$ cat src/rtl/datapath_pkg.sv
// Shared encodings for the parametrised datapath: ALU/shifter opcodes,
// PSW flag layout and the multiplier sequencer states.
package datapath_pkg;

  typedef enum logic [2:0] {
    ALU_ADD    = 3'd0,
    ALU_ADC    = 3'd1,
    ALU_SUB    = 3'd2,
    ALU_SBC    = 3'd3,
    ALU_AND    = 3'd4,
    ALU_OR     = 3'd5,
    ALU_XOR    = 3'd6,
    ALU_PASS_A = 3'd7
  } alu_op_e;

  typedef enum logic [2:0] {
    SHF_ASL = 3'd0,
    SHF_ASR = 3'd1,
    SHF_LSL = 3'd2,
    SHF_LSR = 3'd3,
    SHF_ROL = 3'd4,
    SHF_ROR = 3'd5,
    SHF_RLC = 3'd6,
    SHF_RRC = 3'd7
  } shf_op_e;

  localparam int unsigned FLAG_W = 4;
  localparam int unsigned FLG_N  = 3;
  localparam int unsigned FLG_Z  = 2;
  localparam int unsigned FLG_V  = 1;
  localparam int unsigned FLG_C  = 0;

  // Field order matches the FLG_* bit positions.
  typedef struct packed {
    logic n;
    logic z;
    logic v;
    logic c;
  } flags_t;

  typedef enum logic [1:0] {
    MUL_IDLE = 2'd0,
    MUL_RUN  = 2'd1,
    MUL_DONE = 2'd2
  } mul_state_e;

endpackage

$ cat src/rtl/seq_multiplier.sv
// Unsigned shift-add multiplier, one partial product per cycle, with a
// start/busy/done handshake. The product register holds until the next start.
module seq_multiplier
  import datapath_pkg::*;
#(
  parameter int unsigned WIDTH = 16
) (
  input  logic                 clk,
  input  logic                 rst,
  input  logic                 start,
  input  logic [WIDTH-1:0]     a,
  input  logic [WIDTH-1:0]     b,
  output logic [2*WIDTH-1:0]   product,
  output logic                 busy,
  output logic                 done
);

  localparam int unsigned CNT_W = $clog2(WIDTH + 1);

  mul_state_e       state;
  logic [WIDTH-1:0] mcand;
  logic [WIDTH-1:0] mplier;
  logic [CNT_W-1:0] cnt;
  logic [WIDTH:0]   partial;

  // Upper half plus the multiplicand when the current multiplier bit is set.
  assign partial = {1'b0, product[2*WIDTH-1:WIDTH]} + (mplier[0] ? {1'b0, mcand} : '0);

  // After WIDTH steps one extra RUN cycle closes out, so done lands WIDTH+1 edges after start.
  always_ff @(posedge clk or posedge rst) begin
    if (rst) begin
      state   <= MUL_IDLE;
      mcand   <= '0;
      mplier  <= '0;
      cnt     <= '0;
      product <= '0;
      busy    <= 1'b0;
      done    <= 1'b0;
    end else begin
      case (state)
        MUL_IDLE: begin
          if (start) begin
            mcand   <= a;
            mplier  <= b;
            product <= '0;
            cnt     <= '0;
            busy    <= 1'b1;
            state   <= MUL_RUN;
          end
        end
        MUL_RUN: begin
          if (cnt == CNT_W'(WIDTH)) begin
            busy  <= 1'b0;
            done  <= 1'b1;
            state <= MUL_DONE;
          end else begin
            product <= {partial, product[WIDTH-1:1]};
            mplier  <= mplier >> 1;
            cnt     <= cnt + CNT_W'(1);
          end
        end
        MUL_DONE: begin
          done  <= 1'b0;
          state <= MUL_IDLE;
        end
        default: state <= MUL_IDLE;
      endcase
    end
  end

endmodule

$ cat src/rtl/datapath_core.sv
// Parametrised register/ALU/shifter/multiplier datapath on OR-combined A/B/S
// buses, driven by the microcode controller strobes.
module datapath_core
  import datapath_pkg::*;
#(
  parameter int unsigned      WIDTH   = 16,
  parameter int unsigned      NREG    = 8,
  parameter int unsigned      PSW_IDX = 5,
  parameter logic [WIDTH-1:0] KONST0  = WIDTH'(16'h0080),
  parameter logic [WIDTH-1:0] KONST1  = WIDTH'(16'h00C0)
) (
  input  logic             CLK,
  input  logic             CLR,
  input  logic [WIDTH-1:0] M_bus_in,
  output logic [WIDTH-1:0] M_bus_out,
  output logic [WIDTH-1:0] MAR_out,
  input  logic [NREG-1:0]  RA,
  input  logic [NREG-1:0]  SR,
  input  logic             MDA,
  input  logic             MMD,
  input  logic             SMD,
  input  logic             MDM,
  input  logic             SMA,
  input  logic             SB0,
  input  logic             B0B,
  input  logic [2:0]       alu_op,
  input  logic [2:0]       shf_op,
  input  logic             ALS,
  input  logic             SHS,
  input  logic             SK0,
  input  logic             SK1,
  input  logic             mul_start,
  input  logic             MLH,
  input  logic             MLL,
  output logic             mul_busy,
  output logic             mul_done,
  input  logic             FLG_ALU,
  input  logic             FLG_SFT,
  input  logic             FLG_MUL,
  output logic [3:0]       psw
);

  localparam int unsigned EXT_W = WIDTH + 1;
  localparam int unsigned MSB   = WIDTH - 1;

  logic [WIDTH-1:0]   gpr [NREG];
  logic [WIDTH-1:0]   b0;
  logic [WIDTH-1:0]   mdr;
  logic [WIDTH-1:0]   mar;
  flags_t             psw_q;

  logic [WIDTH-1:0]   a_bus;
  logic [WIDTH-1:0]   b_bus;
  logic [WIDTH-1:0]   s_bus;
  logic [WIDTH-1:0]   alu_res;
  logic [WIDTH-1:0]   shf_res;
  logic [2*WIDTH-1:0] product;

  logic [EXT_W-1:0]   a_ext;
  logic [EXT_W-1:0]   b_ext;
  logic [EXT_W-1:0]   cin_ext;
  logic [EXT_W-1:0]   alu_ext;
  logic               alu_arith;
  logic               alu_sub;
  logic               shf_c;
  flags_t             alu_flg;
  flags_t             shf_flg;
  flags_t             mul_flg;

  // A bus: selected GPRs (PSW slot reads the zero-extended flags) and MDR.
  always_comb begin
    a_bus = '0;
    for (int i = 0; i < NREG; i++) begin
      if (RA[i]) begin
        a_bus = a_bus | ((i == PSW_IDX) ? WIDTH'(psw_q) : gpr[i]);
      end
    end
    if (MDA) a_bus = a_bus | mdr;
  end

  assign b_bus = {WIDTH{B0B}} & b0;

  assign s_bus = ({WIDTH{ALS}} & alu_res)
               | ({WIDTH{SHS}} & shf_res)
               | ({WIDTH{SK0}} & KONST0)
               | ({WIDTH{SK1}} & KONST1)
               | ({WIDTH{MLH}} & product[2*WIDTH-1:WIDTH])
               | ({WIDTH{MLL}} & product[WIDTH-1:0]);

  assign a_ext   = {1'b0, a_bus};
  assign b_ext   = {1'b0, b_bus};
  assign cin_ext = EXT_W'(psw_q[FLG_C]);

  // ALU in WIDTH+1 bits so bit WIDTH is carry (add) or borrow (subtract).
  always_comb begin
    alu_ext   = a_ext;
    alu_arith = 1'b0;
    alu_sub   = 1'b0;
    case (alu_op_e'(alu_op))
      ALU_ADD: begin alu_ext = a_ext + b_ext;           alu_arith = 1'b1; end
      ALU_ADC: begin alu_ext = a_ext + b_ext + cin_ext; alu_arith = 1'b1; end
      ALU_SUB: begin alu_ext = a_ext - b_ext;           alu_arith = 1'b1; alu_sub = 1'b1; end
      ALU_SBC: begin alu_ext = a_ext - b_ext - cin_ext; alu_arith = 1'b1; alu_sub = 1'b1; end
      ALU_AND: alu_ext = a_ext & b_ext;
      ALU_OR:  alu_ext = a_ext | b_ext;
      ALU_XOR: alu_ext = a_ext ^ b_ext;
      default: alu_ext = a_ext;
    endcase
  end

  assign alu_res = alu_ext[WIDTH-1:0];

  always_comb begin
    alu_flg   = '0;
    alu_flg.n = alu_res[MSB];
    alu_flg.z = (alu_res == '0);
    alu_flg.c = alu_arith & alu_ext[WIDTH];
    alu_flg.v = alu_arith & (alu_res[MSB] != a_bus[MSB])
              & (alu_sub ? (a_bus[MSB] != b_bus[MSB]) : (a_bus[MSB] == b_bus[MSB]));
  end

  // Shifter operates on the A bus; shf_c is the bit shifted out.
  always_comb begin
    shf_res = a_bus;
    shf_c   = 1'b0;
    case (shf_op_e'(shf_op))
      SHF_ASL, SHF_LSL: begin shf_res = {a_bus[MSB-1:0], 1'b0};        shf_c = a_bus[MSB]; end
      SHF_ASR:          begin shf_res = {a_bus[MSB], a_bus[MSB:1]};    shf_c = a_bus[0];   end
      SHF_LSR:          begin shf_res = {1'b0, a_bus[MSB:1]};          shf_c = a_bus[0];   end
      SHF_ROL:          begin shf_res = {a_bus[MSB-1:0], a_bus[MSB]};  shf_c = a_bus[MSB]; end
      SHF_ROR:          begin shf_res = {a_bus[0], a_bus[MSB:1]};      shf_c = a_bus[0];   end
      SHF_RLC:          begin shf_res = {a_bus[MSB-1:0], psw_q.c};     shf_c = a_bus[MSB]; end
      SHF_RRC:          begin shf_res = {psw_q.c, a_bus[MSB:1]};       shf_c = a_bus[0];   end
      default:          begin shf_res = a_bus;                         shf_c = 1'b0;       end
    endcase
  end

  always_comb begin
    shf_flg   = '0;
    shf_flg.n = shf_res[MSB];
    shf_flg.z = (shf_res == '0);
    shf_flg.c = shf_c;
    shf_flg.v = (shf_op_e'(shf_op) == SHF_ASL) ? (shf_res[MSB] ^ shf_c) : 1'b0;
  end

  always_comb begin
    mul_flg   = '0;
    mul_flg.n = product[2*WIDTH-1];
    mul_flg.z = (product == '0);
    mul_flg.c = |product[2*WIDTH-1:WIDTH];
  end

  // Register file, B0, MDR, MAR and PSW; PSW-slot writes land in the flags.
  always_ff @(posedge CLK or posedge CLR) begin
    if (CLR) begin
      for (int i = 0; i < NREG; i++) gpr[i] <= '0;
      b0    <= '0;
      mdr   <= '0;
      mar   <= '0;
      psw_q <= '0;
    end else begin
      for (int i = 0; i < NREG; i++) begin
        if (SR[i] && (i != PSW_IDX)) gpr[i] <= s_bus;
      end
      if (SB0) b0 <= s_bus;
      if (MMD)      mdr <= M_bus_in;
      else if (SMD) mdr <= s_bus;
      if (SMA) mar <= s_bus;
      if (SR[PSW_IDX])  psw_q <= flags_t'(s_bus[FLAG_W-1:0]);
      else if (FLG_MUL) psw_q <= mul_flg;
      else if (FLG_ALU) psw_q <= alu_flg;
      else if (FLG_SFT) psw_q <= shf_flg;
    end
  end

  seq_multiplier #(
    .WIDTH (WIDTH)
  ) u_mul (
    .clk     (CLK),
    .rst     (CLR),
    .start   (mul_start),
    .a       (a_bus),
    .b       (b_bus),
    .product (product),
    .busy    (mul_busy),
    .done    (mul_done)
  );

  assign M_bus_out = {WIDTH{MDM}} & mdr;
  assign MAR_out   = mar;
  assign psw       = psw_q;

endmodule

$ cat config.mk
export PLATFORM = sky130hd
export DESIGN_NAME = datapath_core
export DESIGN_NICKNAME = d
export VERILOG_FILES = /design/src/rtl/datapath_pkg.sv /design/src/rtl/seq_multiplier.sv /design/src/rtl/datapath_core.sv
export SDC_FILE = /design/constraint.sdc
export NUM_CORES = 1
export LEC_CHECK = 0
export CORE_ASPECT_RATIO = 0.7
export CORE_UTILIZATION = 50
export DETAILED_ROUTE_END_ITERATION = 7
export GPL_ROUTABILITY_DRIVEN = 0
export PLACE_DENSITY_LB_ADDON = 0.2
export SYNTH_ARGS = -nofsm -noshare
export SYNTH_HDL_FRONTEND = slang
export SYNTH_SLANG_ARGS = --single-unit
export TNS_END_PERCENT = 50
$ cat constraint.sdc
create_clock -name CLK -period 8.62 [get_ports CLK]
set_clock_uncertainty 0.05 [all_clocks]
set_input_delay 1.293 -clock CLK [delete_from_list [all_inputs] [get_ports CLK]]
set_output_delay 1.293 -clock CLK [all_outputs]
set_load 0.02 [all_outputs]
==> impl_metrics.json, run 1 <==
{
  "status": "finished, final reports clean",
  "peakVddDrop_mv": 0.154,
  "synth_nets": 1880,
  "dp_hpwl_mm": 35.8,
  "p_leak_nw": 6.98,
  "viasPerCell": 6.46,
  "ys_async_sr_fraction_pct": 100,
  "grt.met1_usage_pct": 48.2,
  "finalCritPeriodShare_pct": 82.8,
  "crit_top_cell": "a311oi_1",
  "finalPower_mw": 4.73,
  "r2r_setup_slack_ps": 2740,
  "antenna_cells": 0,
  "powerDensity_nw_per_um2": 276,
  "hold_viol": 0,
  "drc_errors": 0,
  "postSynthAreaPerCell_um2": 8.67,
  "initial_core_util_pct": 51.7,
  "grt_pass1_vias": 13200,
  "rsz0062_at_grt": "false",
  "cts_tree": "yes",
  "yosysSeqAreaShare_pct": 39.1,
  "fp.dieW_um": 210,
  "ant_nets": 0,
  "grt_overflow_total": 0,
  "finalSetupTns_ps": 0,
  "use_met2_pct": 43.6,
  "nets": 1907,
  "ctsResizeCount": 0,
  "setup_violations": 0,
  "cp.buffers_inverters": 3,
  "worstMarginPinSlew_ps": 1230,
  "syn2layout_area_growth_pct": 13.1,
  "maxSlewHeadroom_pct": 17.5,
  "grt_max_degree": 147,
  "timing.rr.end": "psw[0]",
  "worst_setup_path_start_kind": "primary input",
  "worstPathRequired_ps": 8980,
  "port_buffers": 94,
  "fmax_mhz": 140,
  "clk_pin_slew_ps": 70,
  "cts-root-buf": "clkbuf_16",
  "endpoint": "psw[0]",
  "clk_latency_ps": 550,
  "maxCapViolCount": 0,
  "synth-seq-cells": 237,
  "synth_edf_count": 0,
  "holdBufCountCts": 0,
  "wire_per_inst_um": 22.8,
  "syn_area_um2": 15200,
  "cp-end-kind": "flip-flop",
  "cp_slowest_cell": "clkdlybuf4s50_1",
  "io_pins": 95,
  "vias": 14200,
  "cts_sinks": 237,
  "min_period_ps": 7140,
  "yosysUniqueCellTypes": 103,
  "cp_top_family": "compound AO/OA/AOI/OAI gates",
  "drtPass1Iterations": 6,
  "arrival_ps": 7500,
  "grt_antenna_before_repair": 0,
  "die_area_um2": 31000,
  "rr_worst_depth": 18,
  "cts_buffers": 24,
  "grtUsageTotal_pct": 32.1,
  "r2r-start": "psw[0]",
  "crit_start": "RA[3]",
  "drt_iter0_markers": 2170,
  "path_cells": "clkdlybuf4s50_1 -> a222oi_1 -> nand3_1 -> a221oi_1 -> buf_4 -> inv_1 -> ha_1 -> fa_1 -> a21o_1 -> a311oi_1 -> o21a_1 -> o22ai_1 -> o221ai_1 -> xnor2_1 -> nor4_1 -> xor2_1 -> mux2i_1 -> a311oi_1 -> a2111oi_0",
  "synth-main-ff-cell": "dfrtp_1",
  "cp_slowest_stage_delay_ps": 850,
  "yosysWarnings": 0,
  "clockBufferDepth": 3,
  "gr-usage-met3_pct": 9.99,
  "drive_gt1_share_pct": 7.08,
  "worstSetupPathType": "in -> reg",
  "path_depth": 19,
  "path_max_fanout": 16,
  "drv_slew": 0,
  "core_um2": 29300,
  "die_h_um": 148,
  "fp-row-count": 52,
  "syn_inst": 1749,
  "grt_pass1_wl_mm": 76.9,
  "postCtsSetupBuffers": 0,
  "wl_mm": 50.0,
  "cts_max_level": 1,
  "min_path_type": "reg -> reg",
  "busiest_layer": "met1"
}
stage by stage:
| step | area, um2 | worst slack [ps] | hold slack (ps) | cells | util [%] |
|---|---|---|---|---|---|
| final | 17200 | 1480 | 440 | 2198 | 58.5 |
| after global routing | 17200 | 1220 | 452 | 2198 | 58.5 |
| after CTS | 17200 | 1850 | 440 | 2198 | 58.5 |
| after detailed placement | 16400 | 1310 | 426 | 2155 | 55.8 |
| after global placement | 16400 | 1540 | 411 | 2155 | 55.8 |
| after floorplan | 15200 | 774 | 392 | 1749 | - |
synthesized netlist by cell type, types with 19 or more instances:
master    count  area share, %
o21a_1       19           0.94
nand3_1      48            1.6
nor3_1       20           0.66
nor2_1      255            6.3
a221o_1      20            1.3
clkbuf_1    109            2.7
a21oi_1     224            7.4
ha_1         71            5.9
o21ai_0      54            1.8
a22oi_1      60            3.0
xnor2_1      41            2.4
mux2i_1      22            1.5
nand2_1     106            2.6
dfrtp_1     237             39
and2_1       38            1.6
inv_1        72            1.8
how the worst min path moves through the flow:
stage	startpoint	end	slack (ps)	cells past startpoint
after floorplan	u_mul.mcand[0]	u_mul.mcand[0]	390	2
after global placement	u_mul.mcand[3]	u_mul.mcand[3]	410	2
after detailed placement	u_mul.mcand[3]	u_mul.mcand[3]	430	2
after CTS	u_mul.mcand[15]	u_mul.mcand[15]	440	2
after global routing	u_mul.mcand[15]	u_mul.mcand[15]	450	2
final	u_mul.mcand[15]	u_mul.mcand[15]	440	2
metal layers:
layer	wire length [um]	vias up
met2	19800	801
met4	1600	2
met1	22200	6903
met3	6430	112
li1	-	6378
met5	21	-
state kept, by name (all words and copies together) (netlist names), 4 cells and up:
register       count
MAR_out           16
u_mul.product     32
u_mul.cnt          5
gpr              112
u_mul.mcand       16
b0                16
psw                4
u_mul.mplier      16
mdr               16
cell type report:
| type | instances | area, um2 |
|---|---|---|
| Clock inverter | 6 | 51.3 |
| Tap cell | 405 | 507 |
| Multi-Input combinational cell | 1306 | 8420 |
| Sequential cell | 237 | 5930 |
| Inverter | 75 | 289 |
| Fill cell | 2602 | 12200 |
| Clock buffer | 37 | 719 |
| Timing Repair Buffer | 132 | 1230 |
cells in the final DEF (no fill, tap or decap), types with 15 or more instances in the layout:
| master | count |
|---|---|
| and4_1 | 15 |
| a21o_1 | 17 |
| o21a_1 | 19 |
| nand2_1 | 105 |
| a22oi_1 | 60 |
| inv_1 | 71 |
| and2_1 | 38 |
| nor4_1 | 17 |
| a21oi_1 | 224 |
| nor3_1 | 20 |
| clkbuf_16 | 24 |
| o21ai_0 | 54 |
| nor2_1 | 255 |
| mux2i_1 | 22 |
| clkdlybuf4s50_1 | 93 |
| ha_1 | 71 |
| nand3_1 | 48 |
| xnor2_1 | 41 |
| a221oi_1 | 17 |
| xor2_1 | 15 |
| buf_4 | 37 |
| dfrtp_1 | 237 |
| a221o_1 | 20 |
worst register-to-register path: cells and delay by family (launching register included):
| family | cells | cell delay [ps] |
|---|---|---|
| compound gates | 9 | 2860 |
| xor+xnor | 2 | 360 |
| fa+ha+maj | 2 | 770 |
| buf+inv | 2 | 320 |
| flops | 1 | 510 |
| mux | 1 | 310 |
| simple gates | 2 | 550 |
power breakdown:
part / switching [mW] / internal, mW / leakage (nW)
logic: 1.21 / 0.797 / 4.03
clock network: 0.464 / 0.577 / 0.377
registers: 0.261 / 1.42 / 2.57
total: 1.93 / 2.79 / 6.98
cell families after synthesis:
kind of cell / share of synthesized area (%)
mux: 1.68
flops: 39.1
fa+ha+maj: 6.26
xor+xnor: 3.45
simple gates: 18.7
buf+inv: 5.35
compound gates: 25.4
(Power assumes the default switching activity.)
==> inputs of run 2 (changes only) <==
==> constraint.sdc (replaced) <==
create_clock -name CLK -period 6.37 [get_ports CLK]
set_clock_uncertainty 0.05 [all_clocks]
set_input_delay 0.9555 -clock CLK [delete_from_list [all_inputs] [get_ports CLK]]
set_output_delay 0.9555 -clock CLK [all_outputs]
set_load 0.02 [all_outputs]
==> run 2 against run 1 <==
  * Routed wire length barely moved
  * Count of clock-buffer cells in the layout is 3 lower
  * Sequential share of layout area down 0.86 points
  * Clock power rose by 42%
  * Final area increased by 2.5%
  * Global-route usage grew 0.11 points
  * Via count up 0.46%
  * Hold slack worse by 5.6 ps
  * Final cell count grew 2.3%
  * Critical path type unchanged
==> impl_metrics.json, run 2 (synthesized netlist as in run 1, its figures left out) <==
{
  "status": "finished, final reports clean",
  "die_area_um2": 31000,
  "drtPass1Iterations": 6,
  "worstSetupPathType": "in -> reg",
  "port_buffers": 94,
  "cp_slowest_cell": "fa_1",
  "cp_top_family": "compound AO/OA/AOI/OAI gates",
  "clockBufferDepth": 3,
  "top_regs": "gpr (112), u_mul.product (32)",
  "worstHoldEndpoint": "u_mul.mcand[3]",
  "crit_top_cell": "buf_4",
  "grt_pass1_vias": 13200,
  "drc_errors": 0,
  "wire_per_inst_um": 22.3,
  "maxCapViolCount": 0,
  "whs_ps": 435,
  "cp_slowest_stage_delay_ps": 510,
  "worstPathRequired_ps": 6760,
  "grt_pass1_wl_mm": 76.9,
  "finalPower_mw": 6.58,
  "cts-root-buf": "clkbuf_16",
  "cts_tree": "yes",
  "finalSetupTns_ps": 0,
  "fin_area_um2": 17600,
  "r2r_setup_slack_ps": 660,
  "cts_sinks": 237,
  "die_h_um": 148,
  "core_um2": 29300,
  "holdBufCountCts": 0,
  "worst_setup_path_start_kind": "primary input",
  "setup_violations": 0,
  "min_period_ps": 6210,
  "cts_max_level": 1,
  "final_common_cell": "nor2_1",
  "grtUsageTotal_pct": 32.3,
  "cts_buffers": 25,
  "postCtsSetupBuffers": 0,
  "drv_slew": 0,
  "rsz0062_at_grt": "false",
  "instances_no_fill": 2249,
  "arrival_ps": 6590,
  "viasPerCell": 6.34,
  "fp-row-count": 52,
  "ctsResizeCount": 0,
  "maxSlewHeadroom_pct": 8.18,
  "nets": 1957,
  "timing.rr.end": "psw[0]",
  "finalCritPeriodShare_pct": 97.5,
  "place_area_um2": 16800,
  "final_cell_mix": "255 x nor2_1, 237 x dfrtp_1, 224 x a21oi_1, 105 x nand2_1, 93 x clkdlybuf4s50_1",
  "min_path_type": "reg -> reg",
  "fp.dieW_um": 210,
  "drt_iter0_markers": 2043,
  "wl_mm": 50.1,
  "worstHoldStart": "u_mul.mcand[3]",
  "p_leak_nw": 7.25,
  "dp_hpwl_mm": 36.6,
  "fillers": 2571,
  "path_max_fanout": 7,
  "fmax_mhz": 161,
  "powerDensity_nw_per_um2": 374,
  "clk_latency_ps": 560,
  "rr_worst_depth": 20,
  "cp.buffers_inverters": 5,
  "largest-register": "gpr",
  "cp-end-kind": "flip-flop",
  "min_path_cells": 2,
  "grt_max_degree": 120,
  "io_pins": 95,
  "grt_antenna_before_repair": 2,
  "syn2layout_area_growth_pct": 16.0,
  "clk_pin_slew_ps": 60,
  "r2r-start": "gpr[64]",
  "path_cells": "clkdlybuf4s50_1 -> a222oi_1 -> nand3_1 -> a221oi_1 -> buf_4 -> inv_1 -> ha_1 -> fa_1 -> a21o_1 -> a311oi_1 -> buf_4 -> o21a_1 -> o22ai_1 -> o221ai_1 -> buf_4 -> xnor2_1 -> nor4_1 -> xor2_1 -> mux2i_1 -> a311oi_1 -> a2111oi_0",
  "peakVddDrop_mv": 0.338,
  "drive_gt1_share_pct": 9.60,
  "initial_core_util_pct": 51.7,
  "hold_viol": 0,
  "largest_register_ffs": 112,
  "worstMarginPinSlew_ps": 1370,
  "grt_overflow_total": 0,
  "dp.cells": 2204,
  "vias": 14300,
  "ant_nets": 0
}
[run 2: per-layer routing]
layer | part of all wire, % | global-route usage (%) | routed length, um
met1 | 44 | 48.6 | 22200
met2 | 40 | 43.2 | 19900
met3 | 13 | 11.0 | 6730
met4 | 2.5 | 9.01 | 1260
met5 | 0 | 0 | 0
[run 2: final cells by class]
class	instances	area [um2]	share of cell area [%]
tap	405	507	2.88
antenna	1	2.50	0.0142
sequential	237	5930	33.7
inverter	75	285	1.62
clock inverter	10	126	0.718
multi-input combinational	1306	8420	47.9
clock buffer	34	689	3.92
timing repair buffer	181	1630	9.25
[run 2: power breakdown]
part	internal [mW]	total (mW)	switching (mW)
Combinational	1.16	2.84	1.68
Clock	0.845	1.48	0.638
Sequential	1.92	2.26	0.337
[run 2: how the worst max path moves through the flow]
stage              end  startpoint  slack [ps]  cells past startpoint
2_1_floorplan  mdr[10]       RA[3]         820                     21
3_5_place_dp    psw[0]       RA[5]        -130                     21
3_3_place_gp    psw[0]       RA[1]         -90                     20
5_1_grt         psw[0]       RA[5]          70                     21
4_1_cts         psw[0]       RA[5]         410                     21
6_report        psw[0]       RA[5]         160                     21
[run 2: stage by stage]
step | setup slack (ps) | utilization (%)
4_1_cts | 413 | 59.9
2_1_floorplan | 822 | -
5_1_grt | 68.5 | 59.9
3_3_place_gp | -93.6 | 57.2
3_5_place_dp | -134 | 57.2
6_report | 162 | 59.9
[run 2: tightest hold or removal path, cell delays in order (launching register included)]
cell and delay [ps]:
dfrtp_1 340, nand2_1 40, o21ai_0 60
